File: src/rtl/pixlcd_3wire_rx.sv
// Display-side receiver for the 3-wire pixel LCD serial bus: oversamples the
// bus, deserialises MSB-first words, decodes page/column commands, writes data.
module pixlcd_3wire_rx #(
  parameter int MAIN_CLK  = 27_000_000,
  parameter int BITS      = 8,
  parameter int LCD_COLS  = 128,
  parameter int LCD_PAGES = 8,
  parameter int ADDR_BITS = $clog2(LCD_COLS * LCD_PAGES)
) (
  input  logic                         in_clk,
  input  logic                         in_rst,
  input  logic                         in_lcd_cs,
  input  logic                         in_lcd_reset,
  input  logic                         in_lcd_regsel,
  input  logic                         in_lcd_scl,
  input  logic                         in_lcd_sda,
  output logic [ADDR_BITS-1:0]         out_mem_addr,
  output logic [BITS-1:0]              out_mem_word,
  output logic                         out_mem_write,
  output logic [BITS-1:0]              out_cmd,
  output logic                         out_cmd_valid,
  output logic [$clog2(LCD_PAGES)-1:0] out_page,
  output logic [7:0]                   out_col,
  output logic                         out_frame_err
);

  localparam int PAGE_BITS = $clog2(LCD_PAGES);
  localparam int CNT_BITS  = $clog2(BITS + 1);
  localparam logic [CNT_BITS-1:0] LAST_BIT = CNT_BITS'(BITS - 1);
  localparam logic [8:0]          COL_LIM  = 9'(LCD_COLS);

  if (MAIN_CLK < 8) begin : g_clk_check
    $error("MAIN_CLK must allow at least 8 samples per bus clock");
  end

  typedef enum logic [1:0] {IDLE, RECV, COMMIT} state_t;

  state_t              state;
  logic [1:0]          cs_q, lrst_q, rs_q, scl_q, sda_q;
  logic                scl_prev;
  logic [BITS-2:0]     shift;
  logic [CNT_BITS-1:0] count;

  logic cs_s, lrst_s, rs_s, scl_s, sda_s, scl_rise;
  logic [BITS-1:0] word;

  assign cs_s     = cs_q[1];
  assign lrst_s   = lrst_q[1];
  assign rs_s     = rs_q[1];
  assign scl_s    = scl_q[1];
  assign sda_s    = sda_q[1];
  assign scl_rise = scl_s & ~scl_prev;
  assign word     = {shift, sda_s};

  // Synchronisers idle at the bus-inactive levels so reset never fakes a cs fall.
  always_ff @(posedge in_clk) begin
    if (in_rst) begin
      cs_q     <= '1;
      lrst_q   <= '1;
      rs_q     <= '0;
      scl_q    <= '0;
      sda_q    <= '0;
      scl_prev <= 1'b0;
    end else begin
      cs_q     <= {cs_q[0], in_lcd_cs};
      lrst_q   <= {lrst_q[0], in_lcd_reset};
      rs_q     <= {rs_q[0], in_lcd_regsel};
      scl_q    <= {scl_q[0], in_lcd_scl};
      sda_q    <= {sda_q[0], in_lcd_sda};
      scl_prev <= scl_s;
    end
  end

  always_ff @(posedge in_clk) begin
    if (in_rst) begin
      state         <= IDLE;
      shift         <= '0;
      count         <= '0;
      out_mem_addr  <= '0;
      out_mem_word  <= '0;
      out_mem_write <= 1'b0;
      out_cmd       <= '0;
      out_cmd_valid <= 1'b0;
      out_page      <= '0;
      out_col       <= '0;
      out_frame_err <= 1'b0;
    end else if (!lrst_s) begin
      state         <= IDLE;
      shift         <= '0;
      count         <= '0;
      out_mem_addr  <= '0;
      out_mem_word  <= '0;
      out_mem_write <= 1'b0;
      out_cmd_valid <= 1'b0;
      out_page      <= '0;
      out_col       <= '0;
      out_frame_err <= 1'b0;
    end else begin
      out_mem_write <= 1'b0;
      out_cmd_valid <= 1'b0;
      out_frame_err <= 1'b0;
      case (state)
        IDLE: begin
          count <= '0;
          if (!cs_s) state <= RECV;
        end
        RECV: begin
          // The final edge wins over a simultaneous cs rise; decode happens here
          // so the strobes are visible during the single COMMIT cycle.
          if (scl_rise && count == LAST_BIT) begin
            state <= COMMIT;
            count <= '0;
            shift <= {shift[BITS-3:0], sda_s};
            if (rs_s) begin
              if ({1'b0, out_col} < COL_LIM) begin
                out_mem_addr  <= ADDR_BITS'(out_page) * ADDR_BITS'(LCD_COLS)
                               + ADDR_BITS'(out_col);
                out_mem_word  <= word;
                out_mem_write <= 1'b1;
                out_col       <= ({1'b0, out_col} == COL_LIM - 9'd1) ? '0 : out_col + 8'd1;
              end
            end else begin
              out_cmd       <= word;
              out_cmd_valid <= 1'b1;
              case (word[7:4])
                4'hB: if (int'(word[3:0]) < LCD_PAGES) out_page <= PAGE_BITS'(word[3:0]);
                4'h1: out_col[7:4] <= word[3:0];
                4'h0: out_col[3:0] <= word[3:0];
                default: ;
              endcase
            end
          end else if (cs_s) begin
            state <= IDLE;
            count <= '0;
            if (count != '0) out_frame_err <= 1'b1;
          end else if (scl_rise) begin
            shift <= {shift[BITS-3:0], sda_s};
            count <= count + CNT_BITS'(1);
          end
        end
        COMMIT: begin
          if (cs_s) begin
            state <= IDLE;
            count <= '0;
          end else begin
            state <= RECV;
            if (scl_rise) begin
              shift <= {shift[BITS-3:0], sda_s};
              count <= CNT_BITS'(1);
            end else begin
              count <= '0;
            end
          end
        end
        default: state <= IDLE;
      endcase
    end
  end

endmodule

File: config.mk
export PLATFORM = sky130hd
export DESIGN_NAME = pixlcd_3wire_rx
export DESIGN_NICKNAME = d
export VERILOG_FILES = /design/src/rtl/pixlcd_3wire_rx.sv
export SDC_FILE = /design/constraint.sdc
export NUM_CORES = 1
export LEC_CHECK = 0
export CORE_ASPECT_RATIO = 0.8
export CORE_MARGIN = 2
export CORE_UTILIZATION = 35
export DETAILED_ROUTE_END_ITERATION = 10
export PLACE_DENSITY = 0.6
export SYNTH_ARGS = -nofsm -noshare
export SYNTH_HDL_FRONTEND = slang
export SYNTH_SLANG_ARGS = --single-unit
File: constraint.sdc
create_clock -name in_clk -period 2 [get_ports in_clk]
set_clock_uncertainty 0.2 [all_clocks]
set_input_delay 0.4 -clock in_clk [delete_from_list [all_inputs] [get_ports in_clk]]
set_output_delay 0.4 -clock in_clk [all_outputs]
set_load 0.02 [all_outputs]
# Word-level counts from Yosys, hierarchy flattened
# Cells that the tools add are included.
word_totals:
  out_inout_bits: 40
  in_bits: 7
  elab_cells: 82
  ff_bits: 64
op_classes:
  n_addsub: 3
  n_lt_le_gt_ge: 2
  n_eq_ne: 10
  mux: 23
  bitwise_logic: 7
  reduce_logical: 19
op_table:
  columns: ["op", "n"]
  rows:
  - ["$mux 8", 3]
  - ["$mux 7", 3]
  - ["$mux 4", 5]
  - ["$reduce_and 4->1", 4]
  - ["$pmux 7 s2", 1]
  - ["$pmux 4 s3", 1]
  - ["$add 10x8->10", 1]
  - ["$reduce_or 5->1", 2]
  - ["$add 8x1->8 const B", 1]
  - ["$eq 8x7->1 const B", 1]
  - ["$lt 8x8->1 const B", 1]
  - ["$mux 1", 6]
  - ["$mux 2", 3]
  - ["$not 1->1", 6]
  - ["$pmux 2 s3", 1]
  - ["$reduce_bool 2->1", 3]
  - ["$reduce_and 5->1", 1]
  - ["$add 4x1->4 const B", 1]
  - ["$eq 4x1->1 const B", 1]
  - ["$eq 4x3->1 const B", 1]
  - ["$eq 4x4->1 const B", 1]
  - ["$logic_not 4->1", 1]
  - ["$lt 4x4->1 const B", 1]
  - ["$ne 4x4->1 const B", 1]
  - ["other kinds (13)", 14]

# Depth between registers and ports, before layout
# Gate-level depths: netlist (run 1).
depth:
  ltp_word: 6
  mapped_depth: 8
  mapped_depth_nobuf: 6

# Worst setup path before layout (run 1)
# Ideal clock, no wire load.
synth_path:
  kind: "register -> register"
  startpoint: "reg out_col[0]"
  endpoint: "reg out_col[3]"
  path_stages_with_launch: 6
  slack_ns: 0.067
  n_path_buf: 0
  setup_ns: 0.116
  arrival_time_ns: 1.617
  required_time_ns: 1.684
  path_cell_list: "dfxtp_1 ha_1 nand4_1 o31a_1 a22o_1 a31o_2"
synth_via:
  elab_chain_len: 4
  word_cells_on_any_way: 8
  cone_classes: "add/sub (1); order compare (1); eq/ne (2); mux (3); reduce/logical (1)"
synth_lines:
  columns: ["element", "line", "text"]
  rows:
  - ["from (decl)", "23", "output logic [7:0] out_col,"]
  - ["from (signal assigned)", "120", "out_col <= ({1'b0, out_col} == COL_LIM - 9'd1) ? '0 : out_col + 8'd1;"]
  - ["from (signal assigned)", "128", "4'h0: out_col[3:0] <= word[3:0];"]
  - ["$add 8x1->8 / $eq 8x7->1 (equally long branches)", "120", null]
  - ["$mux 8", "120", null]
  - ["$mux 8", "115", "if ({1'b0, out_col} < COL_LIM) begin"]
  - ["$mux 8", "114", "if (rs_s) begin"]
# Parallel ways exist; a longest one is shown, timed or not. The select of a mux whose other input is x is not followed.
# A chain may end at the register's enable or synchronous reset.

# Worst setup path in the final report (run 1)
layout_path:
  startpoint: "reg out_mem_word[2]"
  endpoint: "out out_mem_word[2]"
layout_lines:
  columns: ["element", "line", "text"]
  rows:
  - ["from (decl)", "18", "output logic [BITS-1:0] out_mem_word,"]
  - ["from (signal assigned)", "118", "out_mem_word <= word;"]
# No word-level cell between the ends.

==> results.py, run 1 <==
metrics = {
    "sta": {
        "whs_ps": 219.3,
        "min_period_ps": 1939,
        "fmax_ghz": 0.5157,
        "setup_ws_ps": 60.88,
        "max-slew-margin-rel_pct": 69.10,
        "fin_crit_sh_pct": 96.96,
        "finalHoldViolCount": 0,
        "setup-violations-final": 0,
        "rsz0062_at_grt": "yes",
        "tightest_slew_ps": 463.5,
        "finalMaxSlewViolations": 0,
    },
    "finish": {
        "diodes": 0,
        "layout-drive-gt1-share_pct": 16.80,
        "area_delta_synth_final_pct": 34.26,
        "layout.cells.non_filler": 489,
        "finalNetCount": 393,
        "utilization_pct": 48.26,
    },
    "outcome": {
        "status": "finished, final reports clean",
    },
    "logic_synthesis": {
        "yosysWarnings": 0,
        "synth_edf_count": 0,
        "netlist_area_sq_um": 2830,
        "synth_cells": 315,
        "synth_fp_nets": 332,
        "synthArstFlopShare_pct": 0,
        "synth_area_leaders": "dfxtp_1 (45%), mux2i_1 (5.7%), a21oi_1 (4.4%)",
        "synth_cell_type_count": 52,
        "synth_top_area_cell": "dfxtp_1",
        "yosysSeqAreaShare_pct": 45.27,
        "synth_top_area_share_pct": 45.27,
        "ys_top_cells_by_count": "dfxtp_1 (64), nand2_1 (30), a21oi_1 (25), nor2_1 (25), nand3_1 (24)",
        "synth_ff_type": "dfxtp_1",
        "ys_ff_latch": 64,
        "synth_most_common_cell": "dfxtp_1",
        "synth.avg_cell_area_sq_um": 8.985,
    },
    "worst_setup_path": {
        "reg2reg_depth": 6,
        "r2r_end": "out_col[2]",
        "crit_path_cell_trace": "clkdlybuf4s50_1",
        "critPathSlowestCell": "clkdlybuf4s50_1",
        "critPathKind": "reg2out",
        "endpoint_kind": "output pin",
        "crit_end": "out_mem_word[2]",
        "cp.depth": 1,
        "cpPeakStageDelay_ps": 630,
        "cp-start-kind": "register",
        "timing.critical_path.from": "out_mem_word[2]",
        "cp_top_family": "buffers and inverters",
        "rr_startpoint": "count[1]",
        "cp.buffers_inverters": 1,
        "r2r_slack_ps": 80,
        "arrival_ps": 1340,
        "cp.required_ps": 1400,
        "worst-path-max-fanout": 2,
    },
    "drt": {
        "wire_per_inst_um": 14.35,
        "dr.pass1.iters": 5,
        "wl_met1_um": 3438,
        "wl_met3_um": 494,
        "num_vias": 2508,
        "drc": 0,
        "viasPerCell": 5.129,
        "routed_wl_um": 7017,
        "highest_layer": "met4",
        "wl_met2_um": 2987,
        "first_iter_violations": 141,
        "ant_nets": 0,
    },
    "placed_design": {
        "placed_cells": 473,
        "hpwl_um": 4979,
        "routabilityCongestion": 0.9338,
        "dp_slack_ps": 59.41,
        "io_buffer_count": 46,
    },
    "grt": {
        "grt_start_max_net_pins": 25,
        "antenna_found_initial": 0,
        "overflow": 0,
        "grt_pass1_vias": 2319,
        "grt_usage_pct": 16.66,
        "grt_pass1_wl_um": 11600,
    },
    "floorplanning": {
        "die_w_um": 104.5,
        "die_area_sq_um": 8826,
        "start_util_pct": 35.94,
        "core_sq_um": 7874,
        "die_h_um": 84.43,
        "fp-row-count": 29,
        "top_level_ports": 47,
    },
    "clock_network": {
        "cts.sinks": 64,
        "cts_root_buf": "clkbuf_8",
        "cts_buffer_depth": 2,
        "cts_hold_buffers": 0,
        "worstSkewPairLatency_ps": 350,
        "ctsHtreeMaxLevel": 3,
        "path_clk_slew_ps": 80,
        "cts_inserted_buffers": 9,
        "cts_tree": "done",
    },
    "pwr": {
        "power_frac_seq_pct": 48.9,
        "p_per_area_nw_per_um2": 697.5,
        "power_mw": 2.650,
        "p_int_mw": 2.044,
        "leakagePower_nw": 1.462,
        "p_sw_share_pct": 22.86,
        "p_sw_mw": 0.6058,
        "pwr-share-comb_pct": 5.0,
        "ir_drop_mv": 0.4318,
        "clkPwrFrac_pct": 46.1,
    },
    "hold_path": {
        "hp-class": "reg2reg",
    },
    "flow_run": {
        "max_cap_violations": 0,
    },
}
==> worst min path at each step <==
| stage | start | end | cells after the start |
|---|---|---|---|
| 3_5_place_dp | lrst_q[0] | lrst_q[1] | 1 |
| 4_1_cts | lrst_q[0] | lrst_q[1] | 1 |
| 2_1_floorplan | cs_q[0] | cs_q[1] | 1 |
| 5_1_grt | lrst_q[0] | lrst_q[1] | 1 |
| 3_3_place_gp | lrst_q[0] | lrst_q[1] | 1 |
| 6_report | lrst_q[0] | lrst_q[1] | 1 |
==> sequential cells by signal, summed over array words and instances, names as in the netlist, 3 cells and up <==
signal,count
count,4
out_cmd,8
out_col,8
out_mem_addr,10
out_mem_word,8
out_page,3
shift,7
==> area by class of cell <==
class                      instances  area [sq um]
sequential                        64          1285
multi-input combinational        219          1448
tap                              108         135.1
clock buffer                       9         123.9
fill                             769          4074
clock inverter                     7         95.09
inverter                          12         45.04
timing repair buffer              70         668.1
==> power by group through the flow <==
stage / Clock (mW) / Sequential (mW) / Combinational (mW)
floorplan: 0 / 1.32 / 0.0810
global placement: 0 / 1.32 / 0.128
detailed placement: 0 / 1.32 / 0.129
CTS: 1.25 / 1.29 / 0.130
global route: 1.31 / 1.30 / 0.147
finish: 1.22 / 1.30 / 0.134
==> per-layer routing <==
layer | up-vias | track usage (%)
met4 | 0 | 5.528
li1 | 1241 | -
met1 | 1171 | 23.18
met3 | 9 | 5.435
met2 | 87 | 24.30
met5 | - | 0
==> logic make-up (layout without fill, tap and decap cells) <==
group | Yosys count | count (layout) | share of synthesized area (%)
AND/OR/NAND/NOR | 121 | 121 | 21.84
AO/OA/AOI/OAI | 71 | 71 | 17.51
flip-flops | 64 | 64 | 45.27
buffers and inverters | 32 | 98 | 4.995
multiplexers | 16 | 16 | 5.659
adder cells (fa/ha/maj) | 10 | 10 | 4.421
XOR/XNOR | 1 | 1 | 0.3095
==> placed cells by master, fill, tap and decap left out, types with 2 or more instances in the layout <==
master,synthesis,final
nand3_1,24,23
o21ai_0,4,4
ha_1,10,7
a211oi_2,1,3
inv_1,12,12
nand2b_1,6,6
a21o_1,2,2
nor2b_1,14,13
o211ai_1,5,5
nand3_2,1,2
clkdlybuf4s50_1,0,38
buf_4,1,21
or2_2,4,4
a21oi_1,25,25
mux2i_1,16,16
clkbuf_8,0,9
nand4b_1,2,2
nor2_1,25,25
o211a_1,2,2
buf_12,0,3
bufinv_16,0,2
clkinv_2,0,2
nand2_1,30,30
a31o_2,2,2
a31oi_1,7,7
dfxtp_1,64,63
dlygate4sd2_1,0,8
nand4_1,3,3
nor3_1,2,2
ha_2,0,3
o31ai_1,5,5
a211oi_1,5,3
==> through the flow <==
stage	area [sq um]	setup TNS, ps
finish	3800	0
global route	3800	-0.2338
floorplan	2830	0
CTS	3756	0
detailed placement	3547	0
global placement	3547	0
==> timing repair <==
| item | 4_1_cts | 5_1_grt |
|---|---|---|
| pin swaps | 0 | 2 |
| gates resized for setup | 8 | 12 |
| setup buffers | 0 | 0 |
| setup endpoints to repair | 8 | 29 |
| gates cloned | 0 | 0 |
Note: power is estimated with default switching activity, not from simulation.
==> inputs of run 2 (changes only) <==
--- a/config.mk
+++ b/config.mk
@@ -5,11 +5,11 @@
 export SDC_FILE = /design/constraint.sdc
 export NUM_CORES = 1
 export LEC_CHECK = 0
+export ABC_AREA = 1
 export CORE_ASPECT_RATIO = 0.8
-export CORE_MARGIN = 2
 export CORE_UTILIZATION = 35
 export DETAILED_ROUTE_END_ITERATION = 10
-export PLACE_DENSITY = 0.6
+export PLACE_DENSITY = 0.61
 export SYNTH_ARGS = -nofsm -noshare
 export SYNTH_HDL_FRONTEND = slang
 export SYNTH_SLANG_ARGS = --single-unit
==> run 2 against run 1 <==
Effect of this change: first-iteration DRC count shrank 18%; area after synthesis fell by 2.8%; combinational power increased by 75%; routed wire length is 16% lower; register-to-register slack improved by 70 ps; core utilization down 0.53 points; sequential cell count is the same; power is 1.5% higher; global-route usage fell by 0.97 points.
==> results.py, run 2 <==
metrics = {
    "outcome": {
        "status": "finished, final reports clean",
    },
    "logic_synthesis": {
        "synth_edf_count": 0,
        "synth_cells": 361,
        "synth_fp_nets": 378,
        "synthArstFlopShare_pct": 0,
        "synth_most_common_cell": "dfxtp_1",
        "synth_top_area_cell": "dfxtp_1",
        "synth.avg_cell_area_sq_um": 7.618,
        "netlist_area_sq_um": 2750,
        "ys_ff_latch": 64,
        "yosysSeqAreaShare_pct": 46.59,
        "ys_top_cells_by_count": "dfxtp_1 (64), inv_1 (60), nand2_1 (45)",
        "synth_cell_type_count": 30,
        "synth_top_area_share_pct": 46.59,
        "synth_area_leaders": "dfxtp_1 (47%), inv_1 (8.2%), o21ai_0 (7.6%)",
        "synth_ff_type": "dfxtp_1",
        "yosysWarnings": 0,
    },
    "grt": {
        "overflow": 0,
        "grt_pass1_wl_um": 9867,
        "grt_usage_pct": 15.68,
        "antenna_found_initial": 0,
        "grt_start_max_net_pins": 38,
        "grt_pass1_vias": 2165,
    },
    "finish": {
        "fillers": 761,
        "final_cell_mix": "dfxtp_1 (64), inv_1 (60), nand2_1 (45), o21ai_0 (42), nor2_1 (42)",
        "finalNetCount": 434,
        "top_register": "out_mem_addr",
        "multi_input_area_sq_um": 1172,
        "seq_area_sq_um": 1281,
        "largest_reg_flops": 10,
        "area_delta_synth_final_pct": 30.12,
        "diodes": 0,
        "layout-drive-gt1-share_pct": 9.953,
        "final_common_cell": "dfxtp_1",
    },
    "worst_setup_path": {
        "cpPeakStageDelay_ps": 630,
        "endpoint_kind": "output pin",
        "cp.buffers_inverters": 1,
        "cp-start-kind": "register",
        "crit_path_cell_trace": "clkdlybuf4s50_1",
        "arrival_ps": 1350,
        "cp.required_ps": 1400,
        "worst-path-max-fanout": 3,
        "cp_top_family": "buffers and inverters",
        "critPathKind": "reg2out",
        "critPathSlowestCell": "clkdlybuf4s50_1",
    },
    "sta": {
        "fmax_ghz": 0.5127,
        "setup-violations-final": 0,
        "tightest_slew_ps": 425.0,
        "setup_tns_ps": 0,
        "max-slew-margin-rel_pct": 71.51,
        "finalHoldViolCount": 0,
        "fin_crit_sh_pct": 97.52,
        "finalMaxSlewViolations": 0,
        "whs_ps": 206.8,
        "rsz0062_at_grt": "no",
        "min_period_ps": 1950,
    },
    "clock_network": {
        "cts_hold_buffers": 0,
        "path_clk_slew_ps": 70,
        "cts_buffer_depth": 2,
        "cts_root_buf": "clkbuf_8",
        "cts_tree": "done",
        "ctsHtreeMaxLevel": 3,
        "cts.sinks": 64,
        "worstSkewPairLatency_ps": 340,
        "cts_inserted_buffers": 9,
    },
    "drt": {
        "drc": 0,
        "viasPerCell": 4.497,
        "ant_nets": 0,
        "routed_wl_um": 5861,
        "wire_per_inst_um": 11.12,
        "first_iter_violations": 115,
        "dr.pass1.iters": 4,
        "num_vias": 2370,
    },
    "placed_design": {
        "hpwl_um": 4337,
        "routabilityCongestion": 0.9104,
        "io_buffer_count": 46,
    },
    "floorplanning": {
        "top_level_ports": 47,
        "start_util_pct": 36.68,
        "die_w_um": 101.1,
        "die_h_um": 81.29,
        "fp-row-count": 28,
        "die_area_sq_um": 8218,
        "core_sq_um": 7497,
    },
    "pwr": {
        "ir_drop_mv": 0.4163,
        "p_per_area_nw_per_um2": 751.7,
        "leakagePower_nw": 1.479,
    },
    "flow_run": {
        "max_cap_violations": 0,
    },
    "hold_path": {
        "hp-class": "reg2reg",
    },
}
==> run 2: timing repair <==
action | in CTS | in global routing
buffers inserted | 0 | 1
endpoints found under the setup margin | 7 | 10
resized for setup | 7 | 3
==> run 2: worst paths after layout <==
path	start	end	slack, ps	depth (start not counted)
setup reg to reg	count[0]	out_mem_word[1]	150	9
hold / removal	rs_q[0]	rs_q[1]	210	2
setup / recovery	out_page[0]	out_page[0]	50	1
hold reg to reg	rs_q[0]	rs_q[1]	210	2
==> run 2: final cells by class <==
cell class / instances / share of cell area (%)
sequential: 64 / 35.80
multi-input combinational: 224 / 32.76
timing repair buffer: 55 / 15.35
inverter: 63 / 6.678
clock buffer: 10 / 3.846
tap: 105 / 3.671
clock inverter: 6 / 1.888
==> run 2: cells by family after synthesis <==
logic type      after synthesis  synth area share, %
buf+inv                      73                10.96
compound gates               90                17.15
flops                        64                46.59
fa+ha+maj                    10                4.550
xor+xnor                      4                1.274
simple gates                120                19.47
==> run 2: power by group <==
group / total [mW] / switching (mW) / internal [mW]
Clock: 1.13 / 0.514 / 0.613
Sequential: 1.33 / 0.0258 / 1.30
Combinational: 0.235 / 0.144 / 0.0908
Total: 2.69 / 0.684 / 2.01
==> run 2: layer usage <==
| metal | track usage [%] | part of all wire (%) |
|---|---|---|
| met4 | 6.522 | 1.0 |
| met1 | 19.81 | 49 |
| met2 | 24.90 | 45 |
| met5 | 0 | 0 |
| met3 | 4.819 | 5.0 |
==> run 2: stage by stage <==
step	utilization, %	total power [mW]	cells	setup WS, ps	area [sq um]
after detailed placement	44.91	1.586	510	151.2	3367
final	47.73	2.690	527	49.58	3578
after global placement	44.91	1.582	510	195.1	3367
after global routing	47.73	2.821	527	4.963	3578
after floorplan	-	1.516	361	323.2	2750
after CTS	47.53	2.728	526	4.096	3563
